## config.mk

```make
export PLATFORM = sky130hd
export DESIGN_NAME = pipelined_carry_increment_adder
export DESIGN_NICKNAME = d
export VERILOG_FILES = /design/src/rtl/arith_pkg.sv /design/src/rtl/cia_block_prefix.sv /design/src/rtl/pipelined_carry_increment_adder.sv
export SDC_FILE = /design/constraint.sdc
export NUM_CORES = 1
export LEC_CHECK = 0
export CAP_MARGIN = 20
export CORE_MARGIN = 2
export CORE_UTILIZATION = 40
export CTS_BUF_LIST = sky130_fd_sc_hd__clkbuf_8
export CTS_CLUSTER_SIZE = 12
export DETAILED_ROUTE_END_ITERATION = 6
export GPL_ROUTABILITY_DRIVEN = 1
export GPL_TIMING_DRIVEN = 0
export SYNTH_ARGS = -nofsm -noshare
export SYNTH_HDL_FRONTEND = slang
export SYNTH_HIERARCHICAL = 1
export SYNTH_SLANG_ARGS = --single-unit
export TNS_END_PERCENT = 30
```

## constraint.sdc

```tcl
create_clock -name clk -period 3.4 [get_ports clk]
set_clock_uncertainty 0.1 [all_clocks]
set_input_delay 0.51 -clock clk [delete_from_list [all_inputs] [get_ports clk]]
set_output_delay 0.51 -clock clk [all_outputs]
set_load 0.01 [all_outputs]
```

## src/rtl/arith_pkg.sv

```systemverilog
// rtl/arith_pkg.sv - shared arithmetic constants, block-count helper and parameter checks
package arith_pkg;

  localparam logic OP_ADD = 1'b0;
  localparam logic OP_SUB = 1'b1;

  localparam int MIN_BLOCK_SIZE = 2;
  localparam int MIN_BLOCKS     = 2;

  function automatic int num_blocks(input int n, input int block_size);
    return n / block_size;
  endfunction

  function automatic bit params_ok(input int n, input int block_size);
    return (block_size >= MIN_BLOCK_SIZE) && ((n % block_size) == 0) &&
           ((n / block_size) >= MIN_BLOCKS);
  endfunction

endpackage

```

## src/rtl/cia_block_prefix.sv

```systemverilog
// rtl/cia_block_prefix.sv - block-relative group generate/propagate prefix for one carry-increment block
module cia_block_prefix #(
  parameter int BLOCK_SIZE = 4
) (
  input  logic [BLOCK_SIZE-1:0] g,
  input  logic [BLOCK_SIZE-1:0] p,
  output logic [BLOCK_SIZE-1:0] grp_g,
  output logic [BLOCK_SIZE-1:0] grp_p
);

  always_comb begin
    grp_g    = '0;
    grp_p    = '0;
    grp_g[0] = g[0];
    grp_p[0] = p[0];
    for (int i = 1; i < BLOCK_SIZE; i++) begin
      grp_g[i] = g[i] | (p[i] & grp_g[i-1]);
      grp_p[i] = p[i] & grp_p[i-1];
    end
  end

endmodule

```

## src/rtl/pipelined_carry_increment_adder.sv

```systemverilog
// rtl/pipelined_carry_increment_adder.sv - 3-stage carry-increment adder/subtractor with valid/ready and flags
module pipelined_carry_increment_adder
  import arith_pkg::*;
#(
  parameter int N          = 64,
  parameter int BLOCK_SIZE = 4
) (
  input  logic         clk,
  input  logic         rst_n,
  input  logic         in_valid,
  output logic         in_ready,
  input  logic [N-1:0] a,
  input  logic [N-1:0] b,
  input  logic         cin,
  input  logic         op,
  output logic         out_valid,
  input  logic         out_ready,
  output logic [N-1:0] sum,
  output logic         cout,
  output logic         ovf,
  output logic         zero
);

  localparam int NB = num_blocks(N, BLOCK_SIZE);

  generate
    if (!params_ok(N, BLOCK_SIZE)) begin : g_bad_params
      $error("pipelined_carry_increment_adder: N must be a multiple of BLOCK_SIZE >= 2 with at least 2 blocks");
    end
  endgenerate

  logic en;
  assign en       = !(out_valid && !out_ready);
  assign in_ready = en;

  // S0: capture effective operands as per-bit generate/propagate
  logic [N-1:0] b_eff;
  logic         cin_eff;
  assign b_eff   = (op == OP_SUB) ? ~b : b;
  assign cin_eff = (op == OP_SUB) ? 1'b1 : cin;

  logic         s0_valid, s0_cin;
  logic [N-1:0] s0_g, s0_p;

  always_ff @(posedge clk or negedge rst_n) begin
    if (!rst_n) begin
      s0_valid <= 1'b0;
      s0_cin   <= 1'b0;
      s0_g     <= '0;
      s0_p     <= '0;
    end else if (en) begin
      s0_valid <= in_valid;
      if (in_valid) begin
        s0_g   <= a & b_eff;
        s0_p   <= a ^ b_eff;
        s0_cin <= cin_eff;
      end
    end
  end

  // S1: carry-in folded into bit 0 so block 0 needs no incoming carry later
  logic [N-1:0] g_fold, pre_g, pre_p;
  assign g_fold = {s0_g[N-1:1], s0_g[0] | (s0_p[0] & s0_cin)};

  for (genvar k = 0; k < NB; k++) begin : g_blk
    cia_block_prefix #(.BLOCK_SIZE(BLOCK_SIZE)) u_prefix (
      .g     (g_fold[k*BLOCK_SIZE +: BLOCK_SIZE]),
      .p     (s0_p[k*BLOCK_SIZE +: BLOCK_SIZE]),
      .grp_g (pre_g[k*BLOCK_SIZE +: BLOCK_SIZE]),
      .grp_p (pre_p[k*BLOCK_SIZE +: BLOCK_SIZE])
    );
  end

  logic         s1_valid, s1_cin;
  logic [N-1:0] s1_grp_g, s1_grp_p, s1_p;

  always_ff @(posedge clk or negedge rst_n) begin
    if (!rst_n) begin
      s1_valid <= 1'b0;
      s1_cin   <= 1'b0;
      s1_grp_g <= '0;
      s1_grp_p <= '0;
      s1_p     <= '0;
    end else if (en) begin
      s1_valid <= s0_valid;
      if (s0_valid) begin
        s1_cin   <= s0_cin;
        s1_grp_g <= pre_g;
        s1_grp_p <= pre_p;
        s1_p     <= s0_p;
      end
    end
  end

  // S2: block carry C_k equals the carry out of block k-1's top bit
  logic [N:0]   carry;
  logic [N-1:0] s2_sum;
  logic         blk_c;

  always_comb begin
    carry    = '0;
    blk_c    = 1'b0;
    carry[0] = s1_cin;
    for (int k = 0; k < NB; k++) begin
      blk_c = (k == 0) ? 1'b0 : carry[k*BLOCK_SIZE];
      for (int j = 0; j < BLOCK_SIZE; j++) begin
        carry[k*BLOCK_SIZE+j+1] = s1_grp_g[k*BLOCK_SIZE+j] |
                                  (s1_grp_p[k*BLOCK_SIZE+j] & blk_c);
      end
    end
  end

  assign s2_sum = s1_p ^ carry[N-1:0];

  always_ff @(posedge clk or negedge rst_n) begin
    if (!rst_n) begin
      out_valid <= 1'b0;
      sum       <= '0;
      cout      <= 1'b0;
      ovf       <= 1'b0;
      zero      <= 1'b0;
    end else if (en) begin
      out_valid <= s1_valid;
      if (s1_valid) begin
        sum  <= s2_sum;
        cout <= carry[N];
        ovf  <= carry[N] ^ carry[N-1];
        zero <= (s2_sum == '0);
      end
    end
  end

endmodule
```

==> metrics, run 1 <==
setup violators final 0; DR vias/cell 5.04; ANT nets after route 0; post-route DRC violation count 0; CTS H-Tree Depth 3; VDD IR-drop max 0.266 mV; Finished Cell Area 22,300 um2; P&R area growth vs syn 23.0%; Final Critical Period 3.30 ns; first-pass GRT wire length 69.2 mm; R2R cell count 10; relative slew slack 38.2%; # diodes 0; worst skew pair latency 0.61 ns; RSZ-0062 raised after global routing yes; status finished clean; layout cells sized above 1 30.9%; Setup CP Type register to register; DP HPWL 31.5 mm; reg2reg setup slack 0.1 ns; Wirelength per Cell 18.9 um; Max Cap Viol 0; Max Clock Freq 303 MHz; Root Driver clkbuf_8; DR vias 11,600; Net Count, Synth 1,581; Mapped Cells 1,383; routed wire length 43.3 mm; period utilization 97.1%; Pwr Total 19.2 mW; Final Max Slew Viols 0; Final Hold Fails 0; cell row count 78; filler-free cell count of the finished design 2,295; Worst Path Required 3.82 ns; CP Launch Type register; CTS tree done; placed insts 2,188; TritonCTS Buffers 67; hold-critical path depth 2; drt first-iter violations 568; dpl cell area 21,000 um2; Longest Clk Path Bufs 3; Worst Tran Pin Value 0.925 ns; Die Wd 217 um; largest net degree at the start of global routing 116; Finished Core Util 49.5%; Avg Inst Size Synth 13.1 um2; Leakage 10.2 nW; CP max FO 8; Final Net Count 1,860; min-delay src cout$_DFFE_PN0P_; setup tns final 0 ns; min-delay worst type register to register; # IOs 203; Core ar. 45,100 um2; Setup crit end kind register; Ys Warns 6; WP data arrival 3.72 ns; clock sink count 388; DR pass1 iterations 4; GPL Wtd Cong 0.788; Critical Path Start out_valid$_DFFE_PN0N_; vias in the first global route 12,400; die footprint 47,100 um2; clock slew at reported path FFs 0.06 ns; Initial Utilization 40.3%; Fill cells 4,033; Post-Syn Area 18,100 um2; Die Ht 217 um; initial antenna violation count 1; R2R Path Start out_valid$_DFFE_PN0N_; P per Cell Area 859 nW/um2; IO buf count 201; total global routing overflow 0; total track usage 18.9%
[sequential cells by signal (all words and copies together), names as in the netlist]
register,cells
s0_g,64
s0_p,64
s1_grp_g,64
s1_p,64
sum,64
s1_grp_p,60
cout,1
out_valid,1
ovf,1
s0_cin,1
s0_valid,1
s1_cin,1
s1_valid,1
zero,1
[repair_timing]
action	CTS	global route
resized for setup	7	2
buffers inserted	4	1
pin swaps	1	1
hold buffers	1	0
setup endpoints to repair	1	10
hold endpoints to repair	87	0
[worst max-delay path, cell delays in order (launching register included)]
cell	delay (ns)
dfrtp_1	0.50
nand2b_1	0.12
clkbuf_1	0.35
nand3_1	0.19
nor4bb_1	0.39
nand4_1	0.25
nor4_4	0.39
nand4_1	0.21
nor4_4	0.35
nand4_1	0.20
o21ai_1	0.15
[final timing paths]
kind	endpoint
setup / recovery	zero$_DFFE_PN0P_
hold / removal	cout$_DFFE_PN0P_
setup reg to reg	zero$_DFFE_PN0P_
hold reg to reg	cout$_DFFE_PN0P_
max in group asynchronous	s1_grp_g[46]$_DFFE_PN0P_
min in group asynchronous	s0_g[20]$_DFFE_PN0P_
[metrics by stage]
step / hold slack (ns) / worst slack (ns)
final: 0.385 / 0.0977
after global routing: 0.406 / -0.0487
after CTS: 0.387 / 0.0192
after detailed placement: 0.375 / -0.995
after global placement: 0.370 / -15.60
after floorplan: 0.114 / 0.792
[layer usage]
| metal | share of wire, % | routed length (um) | track usage, % |
|---|---|---|---|
| met1 | 46 | 19700 | 25.5 |
| met2 | 48 | 20700 | 31.0 |
| met3 | 4.1 | 1790 | 3.28 |
| met4 | 2.5 | 1070 | 6.35 |
| met5 | 0.030 | 13 | 0 |
[layout by cell type, fill, tap and decap left out, types with 3 or more instances in the layout]
cell type	count
nor2b_1	5
dfrtp_1	388
clkinv_2	6
nand4_1	8
a31o_1	16
inv_1	24
xnor2_1	28
clkbuf_8	81
and3_2	15
a21o_2	16
and3_1	4
and2_2	15
buf_4	36
buf_16	3
clkdlybuf4s50_1	200
a21o_1	37
a31oi_1	8
nor2_1	8
nor3_1	3
and2_1	17
xor2_1	95
o21a_1	3
a21boi_0	3
ha_1	64
buf_1	8
a211oi_1	3
nand2_1	69
mux2_2	329
a21oi_1	40
nand3_1	3
o21ai_0	61
clkbuf_1	46
o31ai_1	4
[power breakdown]
part           switching (mW)  internal, mW
Sequential               1.58          6.53
Combinational            3.27          3.86
Clock                    1.83          2.12
[layout make-up]
class	count	area (um2)	share of cell area, %
inverter	10	37.5	0.168
timing repair buffer	211	2160	9.68
tap	600	751	3.36
multi-input combinational	896	8010	35.9
buffer	88	457	2.05
clock inverter	21	90.1	0.403
sequential	388	9710	43.5
clock buffer	81	1110	4.99
Note: power is estimated with default switching activity, not from simulation.
==> run 2, diff against run 1 <==
--- a/config.mk
+++ b/config.mk
@@ -9,12 +9,11 @@
 export CORE_MARGIN = 2
 export CORE_UTILIZATION = 40
 export CTS_BUF_LIST = sky130_fd_sc_hd__clkbuf_8
-export CTS_CLUSTER_SIZE = 12
+export CTS_CLUSTER_SIZE = 30
 export DETAILED_ROUTE_END_ITERATION = 6
 export GPL_ROUTABILITY_DRIVEN = 1
 export GPL_TIMING_DRIVEN = 0
 export SYNTH_ARGS = -nofsm -noshare
 export SYNTH_HDL_FRONTEND = slang
-export SYNTH_HIERARCHICAL = 1
 export SYNTH_SLANG_ARGS = --single-unit
 export TNS_END_PERCENT = 30
==> run 2 against run 1 <==
  * Hold slack got worse by 0.0072 ns
  * Cell count increased by 2.1%
  * Sequential cell count down 15
  * Die area is 3.8% lower
  * The flow now finishes with violations (setup timing)
  * Setup slack lost 0.86 ns
  * Via count rose by 7.9%
  * Register-to-register slack got worse by 0.86 ns
  * Synthesized area decreased by 3.9%
  * Non-clock buffer count is 13 lower
  * Cell area shrank 1.9%
  * Critical endpoint unchanged
  * Clock power rose by 6.8%
==> metrics, run 2 <==
Yosys top cell by area dfrtp_1; R2R cell count 14 (+4); P per Cell Area 890 nW/um2 (+3.6%); Distinct cells, synth 63; P_sw 7.18 mW (+7.6%); DP HPWL 35.5 mm (+12%); DR vias/cell 5.33 (+5.7%); Final Worst Setup Slack -0.762 ns (-0.860 ns); min-delay worst type register to register; Area contributors post-synth dfrtp_1 (54%), mux2_2 (17%), ha_1 (5.7%); status finished, violations left; CTS tree done; first-pass GRT wire length 75.4 mm (+8.9%); RSZ-0062 raised after global routing yes; Crit-path slowest cell dfrtp_2; most used cell, CP nand4_1; Root Driver clkbuf_8; layout cells sized above 1 25.1% (-5.8 points); Max Clock Freq 240 MHz (-21%); total track usage 22.2% (+3.3 points); setup tns final -0.762 ns (-0.762 ns); drt first-iter violations 929 (+64%); VDD IR-drop max 0.303 mV (+14%); CP bufs+invs 2 (+1); Worst Tran Pin Value 1.00 ns (+0.0779 ns); worst skew pair latency 0.61 ns (about the same); Synth top cells by count dfrtp_1 (373), mux2_2 (266), nand2_1 (125), ha_1 (79), o21ai_0 (77); CP max FO 7 (-1); Combinational Power Share 38.1% (+0.9 points); vias in the first global route 12,800 (+3.2%); flip-flop and latch count after synthesis 373; reg2reg setup slack -0.76 ns (-0.86 ns); hold-critical path depth 2 (unchanged); Worst Path Required 3.82 ns (about the same); CP top delay family simple AND/OR/NAND/NOR gates; Longest Clk Path Bufs 3 (unchanged); sequential-to-total area share from yosys stat 53.5%; total global routing overflow 0 (unchanged); most frequent cells in the layout dfrtp_1 (368), mux2_2 (266), clkdlybuf4s50_1 (200); min-delay src s1_grp_p[42]$_DFFE_PN0P_; Most used DFF post-synth dfrtp_1; # diodes 0 (unchanged); P&R area growth vs syn 25.6%; Initial Utilization 40.5% (+0.24 points); Core ar. 43,100 um2 (-4.5%); initial antenna violation count 0 (-1); hold path endpoint s1_grp_p[42]$_DFFE_PN0P_; dpl cell area 20,300 um2 (-3.5%); Pwr Total 19.5 mW (+1.7%); Avg Inst Size Synth 12.2 um2 (-6.8%); crit path cell chain nand3_1 -> o2111a_2 -> o311ai_4 -> buf_4 -> buf_6 -> and2_2 -> ha_1 -> nor4_4 -> nand4_1 -> nor3_2 -> nand4_1 -> nor4bb_4 -> nand4_1 -> o21ai_1; R2R Path End zero$_DFFE_PN0P_; most common cell in the netlist dfrtp_1; relative slew slack 33.2% (-5.0 points); Mapped Cells 1,426 (+3.1%); CTS H-Tree Depth 3 (unchanged); clock sink count 373 (-3.9%); Final Hold Fails 0 (unchanged); Setup crit end kind register; largest net degree at the start of global routing 123 (+6.0%); cell row count 76 (-2.6%); IO buf count 201 (unchanged); WP data arrival 4.58 ns (+0.86 ns); R2R Path Start s1_grp_p[11]$_DFFE_PN0P_; post-route DRC violation count 0 (unchanged); Post-Syn Area 17,400 um2 (-3.9%); Switching Share 36.8% (+2.0 points); slowest stage delay, CP 0.43 ns (-0.07 ns); Final Max Slew Viols 0 (unchanged); Finished Cell Area 21,900 um2 (-1.9%); CP Launch Type register; Die Ht 213 um (-1.9%); failing checks setup timing; Leakage 9.86 nW (-2.9%); GPL Wtd Cong 0.821 (+4.2%); setup violators final 1 (+1); share of the synthesized area in the top cell type 53.5%; filler-free cell count of the finished design 2,344 (+2.1%); number of synthesized flops with an enable pin 0; Die Wd 213 um (-1.9%); routed wire length 49.2 mm (+13%); Wirelength per Cell 21.0 um (+11%); TritonCTS Buffers 67 (unchanged); DR vias 12,500 (+7.9%); ANT nets after route 0 (unchanged); die footprint 45,300 um2 (-3.8%); period utilization 122% (+25 points); Finished Core Util 50.9% (+1.3 points); Int Pwr 12.3 mW (-1.5%); register share of total power 40.3% (-2.0 points); DR pass1 iterations 5 (+1); # IOs 203 (unchanged); Max Cap Viol 0 (unchanged); Setup CP Type register to register; Net Count, Synth 1,639 (+3.7%); Final Critical Period 4.16 ns (+0.860 ns); clock slew at reported path FFs 0.06 ns (about the same); Clk network pwr share 21.6% (+1.0 points); Fill cells 3,843 (-4.7%); Ys Warns 0 (-6); Final Net Count 1,929 (+3.7%); Seq. cell area 9340 um2 (-3.8%); multi-input logic area 7900 um2 (-1.3%); most common cell after layout, fill and taps aside dfrtp_1; fraction of registers with async set/reset 100%; placed insts 2,215 (+1.2%)
## run 2: repair_timing
action | CTS | global route
pin swaps | 19 | 10
endpoints found under the hold margin | 87 | 0
gates resized for setup | 36 | 12
setup buffers | 10 | 6
endpoints found under the setup margin | 159 | 1
hold buffers | 1 | 0
## run 2: cells by family after synthesis
kind of cell    count (synthesis)  synth area share, %
flops                         373                 53.5
simple gates                  285                 7.74
mux                           270                 17.4
compound gates                253                 9.83
buf+inv                        89                 1.98
fa+ha+maj                      79                 5.67
xor+xnor                       77                 3.87
## run 2: worst max-delay path by stage
stage | start | to | slack (ns) | depth (start not counted)
2_1_floorplan | s1_grp_g[3]$_DFFE_PN0P_ | zero$_DFFE_PN0P_ | 0.06 | 16
3_3_place_gp | rst_n | s0_g[1]$_DFFE_PN0P_ | -14.86 | 1
3_5_place_dp | s1_grp_p[11]$_DFFE_PN0P_ | zero$_DFFE_PN0P_ | -1.56 | 13
6_report | s1_grp_p[11]$_DFFE_PN0P_ | zero$_DFFE_PN0P_ | -0.76 | 14
5_1_grt | s1_grp_g[3]$_DFFE_PN0P_ | zero$_DFFE_PN0P_ | -0.86 | 15
4_1_cts | s1_grp_g[3]$_DFFE_PN0P_ | zero$_DFFE_PN0P_ | -0.74 | 15
## run 2: cell type report
| type | instances | area share (%) |
|---|---|---|
| Sequential cell | 373 | 42.6 |
| Multi-Input combinational cell | 964 | 36.1 |
| Timing Repair Buffer | 221 | 10.2 |
| Clock buffer | 88 | 5.53 |
| Tap cell | 585 | 3.34 |
| Buffer | 65 | 1.24 |
| Clock inverter | 24 | 0.577 |
| Inverter | 24 | 0.411 |
## run 2: routing by layer
layer	track usage [%]	vias up	share of wire (%)
li1	-	5750	-
met1	29.9	6259	44
met2	35.5	379	47
met3	4.34	97	6.2
met4	8.54	0	3.1
met5	0	-	0
## run 2: metrics by stage
stage	setup slack (ns)	hold slack (ns)
finish	-0.762	0.378
global placement	-14.86	0.358
CTS	-0.744	0.377
detailed placement	-1.56	0.365
floorplan	0.0577	0.114
global route	-0.857	0.404
## run 2: power groups by stage
stage	sequential [mW]	combinational (mW)	clock, mW
2_1_floorplan	7.48	4.25	0
3_5_place_dp	7.88	7.08	0
4_1_cts	7.82	7.36	4.32
6_report	7.86	7.43	4.22
5_1_grt	8.09	8.09	4.51
3_3_place_gp	7.84	6.92	0
## run 2: worst register-to-register path, delay by kind of cell, from the launching register on
| family | cells | cell delay [ns] |
|---|---|---|
| compound gates | 3 | 0.93 |
| simple gates | 8 | 2.08 |
| buf+inv | 2 | 0.27 |
| fa+ha+maj | 1 | 0.28 |
| flops | 1 | 0.43 |
==> run 3, diff against run 2 <==
--- a/config.mk
+++ b/config.mk
@@ -15,5 +15,6 @@
 export GPL_TIMING_DRIVEN = 0
 export SYNTH_ARGS = -nofsm -noshare
 export SYNTH_HDL_FRONTEND = slang
+export SYNTH_HIERARCHICAL = 1
 export SYNTH_SLANG_ARGS = --single-unit
 export TNS_END_PERCENT = 30
==> constraint.sdc (replaced) <==
create_clock -name clk -period 3.5 [get_ports clk]
set_clock_uncertainty 0.1 [all_clocks]
set_input_delay 0.525 -clock clk [delete_from_list [all_inputs] [get_ports clk]]
set_output_delay 0.525 -clock clk [all_outputs]
set_load 0.01 [all_outputs]
==> run 3 against run 2 <==
  * Critical path type unchanged
  * Register-to-register slack improved by 0.96 ns
  * Die area grew 4.0%
  * Via count fell by 7.1%
  * Cell count down 2.1%
  * Hold slack gained 0.0072 ns
  * The flow now finishes without violations
  * Sequential power about the same
  * Clock power decreased by 9.0%
  * Highest routed layer is now met5
  * Power fell by 4.5%
  * Sequential cell count rose by 15
  * Setup slack better by 0.96 ns
  * Sequential share of layout area up 0.88 points
==> metrics, run 3 (synthesis results as in run 1) <==
layout cells sized above 1 30.8% (+5.7 points); TritonCTS Buffers 67 (unchanged); setup violators final 0 (-1); first-pass GRT wire length 69.1 mm (-8.4%); Max Clock Freq 303 MHz (+26%); Finished Cell Area 22,300 um2 (+1.9%); CTS H-Tree Depth 3 (unchanged); worst skew pair latency 0.61 ns (about the same); dpl cell area 21,000 um2 (+3.7%); P&R area growth vs syn 23.0%; DR vias 11,600 (-7.1%); Setup crit end kind register; routed wire length 43.4 mm (-12%); DR pass1 iterations 4 (-1); Seq. cell area 9710 um2 (+4.0%); CTS tree done; CP max FO 9 (+2); relative slew slack 42.8% (+9.6 points); ANT nets after route 0 (unchanged); CP Launch Type register; cell row count 78 (+2.6%); Root Driver clkbuf_8; die footprint 47,100 um2 (+4.0%); initial antenna violation count 1 (+1); reg2reg setup slack 0.20 ns (+0.96 ns); Fill cells 4,034 (+5.0%); multi-input logic area 7990 um2 (+1.2%); IO buf count 201 (unchanged); # IOs 203 (unchanged); Worst Tran Pin Value 0.858 ns (-0.144 ns); # diodes 0 (unchanged); most common cell after layout, fill and taps aside dfrtp_1; VDD IR-drop max 0.258 mV (-15%); Setup CP Type register to register; crit path cell chain buf_6 -> a21o_1 -> buf_2 -> a221oi_4 -> buf_12 -> o21bai_2 -> xor2_1 -> nor4b_1 -> nand4b_1 -> nor4_4 -> nand4_1 -> o21ai_1; Crit-path slowest cell nor4_4; Core ar. 45,100 um2 (+4.7%); largest net degree at the start of global routing 116 (-5.7%); clock slew at reported path FFs 0.06 ns (about the same); most frequent cells in the layout dfrtp_1 (388), mux2_2 (329), clkdlybuf4s50_1 (200); min-delay worst type register to register; Worst Path Required 3.91 ns (+0.09 ns); Final Max Slew Viols 0 (unchanged); P per Cell Area 835 nW/um2 (-6.2%); Finished Core Util 49.5% (-1.4 points); Initial Utilization 40.3% (-0.24 points); Wirelength per Cell 18.9 um (-9.8%); DP HPWL 31.5 mm (-11%); period utilization 94.4% (-28 points); clock sink count 388 (+4.0%); total global routing overflow 0 (unchanged); DR vias/cell 5.05 (-5.1%); post-route DRC violation count 0 (unchanged); Final Critical Period 3.30 ns (-0.859 ns); Die Ht 217 um (+2.0%); Longest Clk Path Bufs 3 (unchanged); Leakage 10.2 nW (+2.9%); CP bufs+invs 3 (+1); Final Hold Fails 0 (unchanged); Die Wd 217 um (+2.0%); Final Net Count 1,859 (-3.6%); CP top delay family simple AND/OR/NAND/NOR gates; GPL Wtd Cong 0.788 (-4.0%); vias in the first global route 12,300 (-3.3%); RSZ-0062 raised after global routing no; total track usage 18.9% (-3.3 points); drt first-iter violations 573 (-38%); Pwr Total 18.6 mW (-4.5%); slowest stage delay, CP 0.42 ns (about the same); Max Cap Viol 0 (unchanged); status finished clean; WP data arrival 3.71 ns (-0.87 ns); setup tns final 0 ns (+0.762 ns)
## run 3: cell count changes in the layout (fill, tap and decap cells not counted), moves of 20 or more
cell / before / now
nor2_1: 36 / 8
mux2_2: 266 / 329
nand3_1: 31 / 3
nand2_1: 124 / 69
xor2_1: 70 / 95
dfrtp_1: 368 / 388
xnor2_1: 7 / 28
## run 3: final cells by class
class / instances / area share, %
Clock buffer: 81 / 5.00
Timing Repair Buffer: 209 / 9.68
Sequential cell: 388 / 43.5
Tap cell: 600 / 3.36
Buffer: 89 / 2.06
Inverter: 10 / 0.168
Clock inverter: 21 / 0.404
Multi-Input combinational cell: 896 / 35.8
## run 3: path summary, 6_finish.rpt
path	from	endpoint	cells past startpoint
min in group asynchronous	rst_n	s0_g[20]$_DFFE_PN0P_	2
hold / removal	cout$_DFFE_PN0P_	cout$_DFFE_PN0P_	2
setup / recovery	s1_grp_g[3]$_DFFE_PN0P_	zero$_DFFE_PN0P_	12
hold reg to reg	cout$_DFFE_PN0P_	cout$_DFFE_PN0P_	2
max in group asynchronous	rst_n	s1_grp_g[46]$_DFFE_PN0P_	4
setup reg to reg	s1_grp_g[3]$_DFFE_PN0P_	zero$_DFFE_PN0P_	12
## run 3: worst reg2reg max path, cell delays in order, from the launching register on
cell and delay (ns):
dfrtp_1 0.37, buf_6 0.14, a21o_1 0.17, buf_2 0.19, a221oi_4 0.31, buf_12 0.16
o21bai_2 0.14, xor2_1 0.24, nor4b_1 0.38, nand4b_1 0.27, nor4_4 0.42, nand4_1 0.20
o21ai_1 0.15
## run 3: routing by layer
layer,up-vias,global-route usage (%),share of wire (%)
met5,-,0,0.030
met4,2,6.35,2.2
met3,67,3.28,4.4
met2,236,30.9,48
met1,5860,25.4,45
li1,5431,-,-
## run 3: per-stage QoR
step           std cells  setup WS, ns  hold slack [ns]
5_1_grt             2294        0.0233            0.406
4_1_cts             2293        0.0262            0.389
6_report            2294         0.196            0.385
3_5_place_dp        2188        -0.910            0.375
3_3_place_gp        2184        -15.52            0.370
2_1_floorplan       1383         0.892            0.129
## run 3: report_power, final
part / total [mW] / switching, mW / internal (mW)
clock: 3.84 / 1.78 / 2.06
sequential: 7.88 / 1.53 / 6.35
combinational: 6.91 / 3.17 / 3.75
total: 18.6 / 6.47 / 12.2
## run 3: timing repair
item,CTS,global route
pin swaps,1,1
resized for setup,5,3
buffers inserted,2,1
endpoints found under the hold margin,87,0
endpoints found under the setup margin,1,1
hold buffers,1,0
